===== src/rtl/vga_timing_gen.sv =====
// VGA raster timing generator: pixel/line counters with horizontal and vertical
// region FSMs, producing registered sync, data-enable, coordinates and start pulses.
module vga_timing_gen #(
  parameter int H_ACTIVE = 640,
  parameter int H_FP     = 16,
  parameter int H_SYNC   = 96,
  parameter int H_BP     = 48,
  parameter int V_ACTIVE = 480,
  parameter int V_FP     = 10,
  parameter int V_SYNC   = 2,
  parameter int V_BP     = 33,
  parameter int SYNC_POL = 0
) (
  input  logic       clk_in,
  input  logic       reset,
  input  logic       pix_en,
  input  logic       run,
  output logic       hsync,
  output logic       vsync,
  output logic       de,
  output logic [9:0] x,
  output logic [9:0] y,
  output logic       line_start,
  output logic       frame_start
);

  localparam int H_TOTAL = H_ACTIVE + H_FP + H_SYNC + H_BP;
  localparam int V_TOTAL = V_ACTIVE + V_FP + V_SYNC + V_BP;
  localparam int HW      = $clog2(H_TOTAL);
  localparam int VW      = $clog2(V_TOTAL);
  localparam logic SYNC_ON = (SYNC_POL != 0);

  // Last count of each region; the FSM leaves a region after its last count
  localparam logic [HW-1:0] H_ACT_LAST   = HW'(H_ACTIVE - 1);
  localparam logic [HW-1:0] H_FRONT_LAST = HW'(H_ACTIVE + H_FP - 1);
  localparam logic [HW-1:0] H_SYNC_LAST  = HW'(H_ACTIVE + H_FP + H_SYNC - 1);
  localparam logic [HW-1:0] H_LAST       = HW'(H_TOTAL - 1);
  localparam logic [VW-1:0] V_ACT_LAST   = VW'(V_ACTIVE - 1);
  localparam logic [VW-1:0] V_FRONT_LAST = VW'(V_ACTIVE + V_FP - 1);
  localparam logic [VW-1:0] V_SYNC_LAST  = VW'(V_ACTIVE + V_FP + V_SYNC - 1);
  localparam logic [VW-1:0] V_LAST       = VW'(V_TOTAL - 1);

  typedef enum logic [1:0] {
    H_ACT   = 2'd0,
    H_FRONT = 2'd1,
    H_SYNCP = 2'd2,
    H_BACK  = 2'd3
  } h_state_t;

  typedef enum logic [1:0] {
    V_ACT   = 2'd0,
    V_FRONT = 2'd1,
    V_SYNCP = 2'd2,
    V_BACK  = 2'd3
  } v_state_t;

  logic [HW-1:0] h_cnt_r;
  logic [VW-1:0] v_cnt_r;
  h_state_t      h_state_r;
  h_state_t      h_state_nxt_s;
  v_state_t      v_state_r;
  v_state_t      v_state_nxt_s;
  logic          h_wrap_s;
  logic          v_wrap_s;
  logic          act_s;

  // Wrap detection and active-area qualifier from the current position
  always_comb begin
    h_wrap_s = (h_cnt_r == H_LAST);
    v_wrap_s = (v_cnt_r == V_LAST);
    act_s    = (h_state_r == H_ACT) && (v_state_r == V_ACT);
  end

  // Horizontal region sequencing
  always_comb begin
    h_state_nxt_s = h_state_r;
    case (h_state_r)
      H_ACT: begin
        if (h_cnt_r == H_ACT_LAST) h_state_nxt_s = H_FRONT;
        else                       h_state_nxt_s = H_ACT;
      end
      H_FRONT: begin
        if (h_cnt_r == H_FRONT_LAST) h_state_nxt_s = H_SYNCP;
        else                         h_state_nxt_s = H_FRONT;
      end
      H_SYNCP: begin
        if (h_cnt_r == H_SYNC_LAST) h_state_nxt_s = H_BACK;
        else                        h_state_nxt_s = H_SYNCP;
      end
      H_BACK: begin
        if (h_wrap_s) h_state_nxt_s = H_ACT;
        else          h_state_nxt_s = H_BACK;
      end
      default: h_state_nxt_s = H_ACT;
    endcase
  end

  // Vertical region sequencing; only moves on the last pixel of a line
  always_comb begin
    v_state_nxt_s = v_state_r;
    case (v_state_r)
      V_ACT: begin
        if (h_wrap_s && (v_cnt_r == V_ACT_LAST)) v_state_nxt_s = V_FRONT;
        else                                     v_state_nxt_s = V_ACT;
      end
      V_FRONT: begin
        if (h_wrap_s && (v_cnt_r == V_FRONT_LAST)) v_state_nxt_s = V_SYNCP;
        else                                       v_state_nxt_s = V_FRONT;
      end
      V_SYNCP: begin
        if (h_wrap_s && (v_cnt_r == V_SYNC_LAST)) v_state_nxt_s = V_BACK;
        else                                      v_state_nxt_s = V_SYNCP;
      end
      V_BACK: begin
        if (h_wrap_s && v_wrap_s) v_state_nxt_s = V_ACT;
        else                      v_state_nxt_s = V_BACK;
      end
      default: v_state_nxt_s = V_ACT;
    endcase
  end

  // Counters, FSM state and registered decode of the pre-increment position
  always_ff @(posedge clk_in or posedge reset) begin
    if (reset) begin
      h_cnt_r     <= '0;
      v_cnt_r     <= '0;
      h_state_r   <= H_ACT;
      v_state_r   <= V_ACT;
      hsync       <= ~SYNC_ON;
      vsync       <= ~SYNC_ON;
      de          <= 1'b0;
      x           <= 10'd0;
      y           <= 10'd0;
      line_start  <= 1'b0;
      frame_start <= 1'b0;
    end else if (!run) begin
      h_cnt_r     <= '0;
      v_cnt_r     <= '0;
      h_state_r   <= H_ACT;
      v_state_r   <= V_ACT;
      hsync       <= ~SYNC_ON;
      vsync       <= ~SYNC_ON;
      de          <= 1'b0;
      x           <= 10'd0;
      y           <= 10'd0;
      line_start  <= 1'b0;
      frame_start <= 1'b0;
    end else if (pix_en) begin
      if (h_wrap_s) begin
        h_cnt_r <= '0;
        if (v_wrap_s) v_cnt_r <= '0;
        else          v_cnt_r <= v_cnt_r + VW'(1);
      end else begin
        h_cnt_r <= h_cnt_r + HW'(1);
      end
      h_state_r   <= h_state_nxt_s;
      v_state_r   <= v_state_nxt_s;
      hsync       <= (h_state_r == H_SYNCP) ? SYNC_ON : ~SYNC_ON;
      vsync       <= (v_state_r == V_SYNCP) ? SYNC_ON : ~SYNC_ON;
      de          <= act_s;
      x           <= act_s ? 10'(h_cnt_r) : 10'd0;
      y           <= act_s ? 10'(v_cnt_r) : 10'd0;
      line_start  <= (h_cnt_r == '0);
      frame_start <= (h_cnt_r == '0) && (v_cnt_r == '0);
    end else begin
      // Between pixel strobes everything holds except the one-cycle pulses
      line_start  <= 1'b0;
      frame_start <= 1'b0;
    end
  end

endmodule


===== config.mk =====
export PLATFORM = sky130hd
export DESIGN_NAME = vga_timing_gen
export DESIGN_NICKNAME = d
export VERILOG_FILES = /design/src/rtl/vga_timing_gen.sv
export SDC_FILE = /design/constraint.sdc
export NUM_CORES = 1
export LEC_CHECK = 0
export BUFFER_PORTS_ARGS = -buffer_cell sky130_fd_sc_hd__buf_4
export CAP_MARGIN = 5
export CORE_MARGIN = 2
export CORE_UTILIZATION = 40
export CTS_BUF_LIST = sky130_fd_sc_hd__clkbuf_2
export CTS_CLUSTER_DIAMETER = 40
export DETAILED_ROUTE_END_ITERATION = 8
export PLACE_DENSITY = 0.59
export SETUP_SLACK_MARGIN = 0.5
export SKIP_CTS_REPAIR_TIMING = 1
export SLEW_MARGIN = 20
export SYNTH_ARGS = -nofsm -noshare
export SYNTH_HDL_FRONTEND = slang
export SYNTH_SLANG_ARGS = --single-unit

===== constraint.sdc =====
create_clock -name clk_in -period 5.35 [get_ports clk_in]
set_input_delay 0.535 -clock clk_in [delete_from_list [all_inputs] [get_ports clk_in]]
set_output_delay 0.535 -clock clk_in [all_outputs]
set_load 0.05 [all_outputs]

Word-level counts from Yosys, hierarchy flattened
Cells that the tools add are included.
{ "word_totals": {"reg_bits": 49, "inputBits": 4, "out_inout_bits": 25} }
{ "op_classes": {"addsub": 2, "eq_ne": 16, "n_mux": 39, "reduce_logical": 11} }
{ "ops": {"columns": ["cell", "count"], "rows": [
  ["two-way mux 10 bit", 13],
  ["equality test 10 bit (second input constant)", 5],
  ["equality test 10 x 9 -> 1 bit (second input constant)", 3],
  ["adder 10 x 1 -> 10 bit (second input constant)", 2],
  ["zero test 10 bit", 2],
  ["two-way mux 1 bit", 16],
  ["two-way mux 2 bit", 8],
  ["one-hot mux 2 bit (4 select lines)", 2],
  ["equality test 2 bit (second input constant)", 4],
  ["logical AND 1 bit", 6],
  ["equality test 2 x 1 -> 1 bit (second input constant)", 2],
  ["zero test 2 bit", 2],
  ["!= test 2 x 1 -> 1 bit (second input constant)", 1],
  ["!= test 2 bit (second input constant)", 1],
  ["AND reduction 2 bit", 1]
]} }

Logic depth before layout (Yosys ltp)
Gate-level depths: netlist of the first run.
{ "depth": {"depth_word": 6, "depth_mapped": 6} }

Worst setup path after synthesis of the first run
OpenSTA, ideal clock, no wires.
{ "synth_path": {"path_kind": "register to register", "startpoint": "register v_cnt_r[0]", "endpoint": "register v_cnt_r[8]", "setup_time_ns": 0.076, "t_arrival_ns": 1.656, "required_time_ns": 5.274, "path_slack_ns": 3.617, "path_stages_with_launch": 7, "period_less_slack_ns": 1.733, "path_cell_list": "dfrtp_1 inv_1 ha_1 nor2b_1 a41o_1 or4_1 o21ai_1"} }
{ "synth_between": {"elab_chain_len": 5} }
{ "synth_rtl": {"columns": ["element", "line_no", "source"], "rows": [
  ["from (decl)", "58", "logic [VW-1:0] v_cnt_r;"],
  ["from (signal assigned)", "152", "else v_cnt_r <= v_cnt_r + VW'(1);"],
  ["adder 10 x 1 -> 10 bit or equality test 10 bit (tied branches)", "152, 70", null],
  ["two-way mux 10 bit (*)", "151", "if (v_wrap_s) v_cnt_r <= '0;"],
  ["two-way mux 10 bit (*)", "149", "if (h_wrap_s) begin"],
  ["two-way mux 10 bit (*)", "148", "end else if (pix_en) begin"],
  ["two-way mux 10 bit (*)", "136", "end else if (!run) begin"]
]} }
Mark *: on every way between the ends. The rest lies on a longest branch, timed or not. The select of a mux whose other input is x is not followed.
A chain may end at the register's enable or synchronous reset.

Final worst setup path of the first run
{ "layout_path": {"startpoint": "register h_cnt_r[1]", "endpoint": "register v_cnt_r[8]"} }
{ "layout_between": {"elab_chain_len": 3} }
{ "layout_rtl": {"columns": ["element", "line_no", "source"], "rows": [
  ["from (decl)", "57", "logic [HW-1:0] h_cnt_r;"],
  ["from (signal assigned)", "154", "h_cnt_r <= h_cnt_r + HW'(1);"],
  ["equality test 10 bit", "69", "h_wrap_s = (h_cnt_r == H_LAST);"],
  ["!= test 2 x 1 -> 1 bit (no line)", null, null],
  ["AND reduction 2 bit (no line)", null, null]
]} }
Every way passes these cells.

==> qor.yml, run 1 <==
die:
  core_area_um2: 5921
  dieArea_um2: 6744
  ios: 29
  fp.dieH_um: 82.12
  start_util: 0.4123
  die_width_um: 82.12
  num_rows: 28
routing:
  wl_um: 5501
  drc: 0
  routed-via-count: 1894
  wl_per_cell_um: 16.47
  drt_pass1_iterations: 4
  drtIter0Drc: 135
  antenna_left: 0
  viasPerCell: 5.671
placed_design:
  placedCellCount: 326
  place_congestion: 0.8161
  dp_slack_ns: 3.333
  portBuffers: 28
  hpwl_um: 3772
logic_synthesis:
  synth-seq-cells: 49
  async_reset_ff_frac: 1.000
  synth.net_count: 245
  synth_top_area_share: 0.4818
  ys_seq_area_frac: 0.5033
  syn_inst: 236
  synthTopCellsByCount: "dfrtp_1, a22o_1, nor2_1"
  synth_area_leader_cell: "dfrtp_1"
  syn_area_um2: 2441
  syn_area_per_cell_um2: 10.34
  synth_flop_cell: "dfrtp_1"
  yosys.cell_types.count: 46
  synth-edff-count: 0
  synthTopCellsByArea: "dfrtp_1, a22o_1, nand3_1"
  synth_most_common_cell: "dfrtp_1"
  yosys_warnings: 0
cells_and_area:
  multi_input_area_um2: 1100
  nNetsFinal: 267
  area_growth_pct: 11.63
  antennaDiodeCount: 0
  fillers: 568
  regArea_um2: 1229
  drive_above_1_share: 0.1776
  final_cells: 334
clock_network:
  numCtsBuffers: 5
  cts.htree.levels: 2
  clockRootBuffer: "clkbuf_2"
  cts_num_sinks: 49
  clkLatencyLatePin_ns: 0.44
  cts_tree: "yes"
  clkTransAtPathRegs_ns: 0.25
  cts_buffer_depth: 2
timing:
  finalCritPeriodShare: 0.3809
  finalMaxSlewViolations: 0
  fin_setup_tns_ns: 0
  worst_slew_pin_slew_ns: 0.8188
  whs_ns: 0.1818
  setup_ws_ns: 3.312
  rsz0062_at_grt: "no"
  min_period_ns: 2.038
  skew_ns: 0.01788
  max_freq_mhz: 490.8
  maxSlewHeadroom: 0.4541
  hold_violations: 0
  setup_violations: 0
worst_setup_path:
  cp-endpoint: "v_cnt_r[8]"
  crit_fanout: 10
  crit_required_ns: 5.73
  startpoint: "h_cnt_r[1]"
  timing.rr.start: "h_cnt_r[1]"
  worstPathArrival_ns: 2.41
  endpoint_kind: "flip-flop"
  r2r_slack_ns: 3.31
  startpoint_type: "flip-flop"
  worstRegToRegCells: 5
  worstSetupPathType: "reg -> reg"
  r2r_end: "v_cnt_r[8]"
pwr:
  irDropWorstVdd_v: 0.0001289
  power.total_mw: 0.5891
  power_leakage_nw: 1.229
  powerDensity_nw_per_um2: 216.2
global_routing:
  grt_pass1_wl_um: 9177
  grt_usage: 0.1788
  grt_pass1_vias: 1745
  overflow: 0
  grt_max_degree: 50
  antenna_found_initial: 0
outcome:
  status: "completed"
hold_path:
  hp-class: "in -> async"
job:
  maxCapViolations: 0
how the worst min path moves through the flow:
stage | from | end | slack (ns) | depth (start not counted)
3_3_place_gp | de | de | 0.46 | 1
6_report | reset | y[9] | 0.18 | 2
2_1_floorplan | v_cnt_r[8] | v_cnt_r[8] | 0.49 | 1
4_1_cts | reset | x[9] | 0.33 | 2
3_5_place_dp | de | de | 0.47 | 1
5_1_grt | reset | y[8] | 0.23 | 2
logic make-up (layout without fill, tap and decap cells):
| family | count (synthesis) | after routing | synth area share |
|---|---|---|---|
| AND/OR/NAND/NOR | 93 | 93 | 0.2163 |
| AO/OA/AOI/OAI | 58 | 58 | 0.1809 |
| flip-flops | 49 | 49 | 0.5033 |
| buffers and inverters | 24 | 47 | 0.04869 |
| XOR/XNOR | 7 | 7 | 0.02512 |
| adder cells (fa/ha/maj) | 5 | 5 | 0.02563 |
placed cells by master (no fill, tap or decap), drive strengths merged, types with 5 or more instances in the layout:
| cell | netlist | layout |
|---|---|---|
| nand2 | 14 | 14 |
| nand2b | 6 | 6 |
| dfrtp | 47 | 47 |
| o21ai | 10 | 10 |
| xor2 | 6 | 6 |
| a21oi | 5 | 5 |
| clkbuf | 8 | 5 |
| buf | 7 | 30 |
| inv | 9 | 8 |
| a22o | 23 | 23 |
| nand4 | 10 | 10 |
| ha | 5 | 5 |
| nor2 | 19 | 19 |
| nand3 | 16 | 16 |
final cells by class:
cell class | count | share of cell area
Multi-Input combinational cell | 163 | 0.4036
Clock inverter | 3 | 0.006428
Timing Repair Buffer | 30 | 0.08264
Inverter | 9 | 0.01286
Clock buffer | 5 | 0.009183
Tap cell | 75 | 0.03444
Sequential cell | 49 | 0.4509
critical path, stage by stage (launching register included):
cell and delay, ns:
dfrtp_1 0.50, ha_1 0.24, and4_1 0.39, nand3_4 0.18
or4_1 0.54, o21ai_1 0.14
through the flow:
step / area (µm²) / utilization
3_5_place_dp: 2681 / 0.4529
6_report: 2725 / 0.4603
2_1_floorplan: 2441 / -
5_1_grt: 2725 / 0.4603
4_1_cts: 2724 / 0.4601
3_3_place_gp: 2681 / 0.4529
report_power, final:
| group | total (mW) | switching, mW | internal (mW) |
|---|---|---|---|
| combinational | 0.0504 | 0.0362 | 0.0142 |
| clock | 0.156 | 0.125 | 0.0311 |
| sequential | 0.383 | 0.00644 | 0.376 |
routing by layer:
metal | routed length [µm] | GRT usage
met2 | 2375 | 0.2472
met4 | 62 | 0.04500
met1 | 2844 | 0.2821
met5 | 0 | 0
met3 | 218 | 0.03587
flip-flops by register name, indices dropped and copies added (netlist names):
signal	flops
de	1
frame_start	1
h_cnt_r	10
h_state_r	2
hsync	1
line_start	1
v_cnt_r	10
v_state_r	2
vsync	1
x	10
y	10
(Power assumes the default switching activity.)
==> run 2, diff against run 1 <==
Settings changed: PLACE_DENSITY 0.59 to 0.62.
Clock period 5.35 ns to 1.7 ns, I/O delays scaled along.
==> run 2 against run 1 <==
Net effect:
- the run now ends with setup timing left
- power increased to 3.8 times the previous value
- maximum frequency increased by 18%
- clock-buffer cell count unchanged
- register-to-register slack got worse by 3.3 ns
- sequential cell count unchanged
- clock power increased to 5.0 times the previous value
- largest power group unchanged
- first-iteration DRC count increased by 8.9%
- routed wire length increased by 23%
==> qor.yml, run 2 (same netlist as run 1, synthesis figures left out) <==
timing:
  setup_ws_ns: -0.01953
  finalMaxSlewViolations: 0
  max_freq_mhz: 581.6
  whs_ns: 0.06578
  min_period_ns: 1.720
  hold_violations: 0
  worst_slew_pin_slew_ns: 0.4643
  maxSlewHeadroom: 0.6898
  rsz0062_at_grt: "yes"
  finalCritPeriodShare: 1.011
  fin_setup_tns_ns: -0.02047
  skew_ns: 0.01141
  setup_violations: 2
worst_setup_path:
  crit_family: "simple AND/OR/NAND/NOR gates"
  crit_required_ns: 2.10
  worstSetupPathType: "reg -> reg"
  crit_fanout: 3
  crit_slowest_cell: "dfrtp_1"
  startpoint_type: "flip-flop"
  endpoint_kind: "flip-flop"
  cp_cell_sequence: "inv_2, ha_4, nor2b_4, a41o_1, or4_1, o21ai_1"
  max_stage_delay_ns: 0.49
  worstPathArrival_ns: 2.11
  crit_buf_inv: 1
die:
  num_rows: 28
  ios: 29
  core_area_um2: 5921
  die_width_um: 82.12
  dieArea_um2: 6744
  start_util: 0.4123
  fp.dieH_um: 82.12
global_routing:
  grt_usage: 0.1906
  overflow: 0
  grt_pass1_wl_um: 9756
  grt_max_degree: 22
  antenna_found_initial: 0
  grt_pass1_vias: 1964
routing:
  drt_pass1_iterations: 4
  viasPerCell: 5.606
  drtIter0Drc: 147
  wl_per_cell_um: 17.06
  routed-via-count: 2220
  drc: 0
  wl_um: 6755
  antenna_left: 0
clock_network:
  cts.htree.levels: 2
  clkLatencyLatePin_ns: 0.44
  cts_tree: "yes"
  numCtsBuffers: 5
  cts_buffer_depth: 2
  clockRootBuffer: "clkbuf_2"
  cts_num_sinks: 49
  clkTransAtPathRegs_ns: 0.25
pwr:
  power_leakage_nw: 1.667
  powerDensity_nw_per_um2: 612.1
  irDropWorstVdd_v: 0.0004085
  power.total_mw: 2.241
job:
  maxCapViolations: 0
cells_and_area:
  final_cells: 396
  drive_above_1_share: 0.4704
  mostFrequentLayoutCells: "buf_4, dfrtp_1, buf_6"
  multi_input_area_um2: 1345
  regArea_um2: 1232
  area_growth_pct: 49.97
  fillers: 479
  nNetsFinal: 329
  antennaDiodeCount: 0
  final_common_cell: "buf_4"
placed_design:
  place_congestion: 0.8634
  placedCellCount: 363
  hpwl_um: 4369
  dp_slack_ns: 0.0008473
  portBuffers: 28
outcome:
  violations: "setup timing"
  status: "finished, violations left"
hold_path:
  hp-class: "in -> reg"
run 2: layout make-up:
cell class / instances / area share
clock buffers: 5 / 0.006835
inverters: 9 / 0.01094
well taps: 75 / 0.02563
clock inverters: 3 / 0.01777
repair buffers: 92 / 0.2348
flip-flops and latches: 49 / 0.3366
multi-input cells: 163 / 0.3674
run 2: worst min-delay path, delay by kind of cell:
kind / cells / cell delay, ns
AND/OR/NAND/NOR: 1 / 0.08
buffers and inverters: 2 / 0.28
run 2: final timing paths:
path | endpoint | depth (start not counted) | slack [ns] | startpoint
setup / recovery | v_cnt_r[8] | 6 | -0.02 | v_cnt_r[0]
hold / removal | vsync | 3 | 0.07 | run
setup reg to reg | v_cnt_r[8] | 6 | -0.02 | v_cnt_r[0]
hold reg to reg | de | 1 | 0.54 | de
max in group asynchronous | hsync | 4 | 0.86 | reset
min in group asynchronous | v_cnt_r[1] | 3 | 0.26 | reset
run 2: stage by stage:
stage	area, µm²	util
2_1_floorplan	2482	-
3_3_place_gp	2995	0.5059
3_5_place_dp	2995	0.5059
4_1_cts	3085	0.5211
5_1_grt	3661	0.6183
6_report	3661	0.6183
run 2: metal layers:
layer | vias to the layer above | global-route usage | share of wire
met3 | 10 | 0.03261 | 0.048
met1 | 1100 | 0.2732 | 0.45
met5 | - | 0 | 0
met4 | 0 | 0.06167 | 0.015
li1 | 1044 | - | -
met2 | 66 | 0.2927 | 0.49
run 2: power by group:
group	internal, mW	total (mW)	switching (mW)
Combinational	0.107	0.264	0.157
Sequential	1.18	1.20	0.0170
Clock	0.393	0.775	0.383
Total	1.68	2.24	0.557
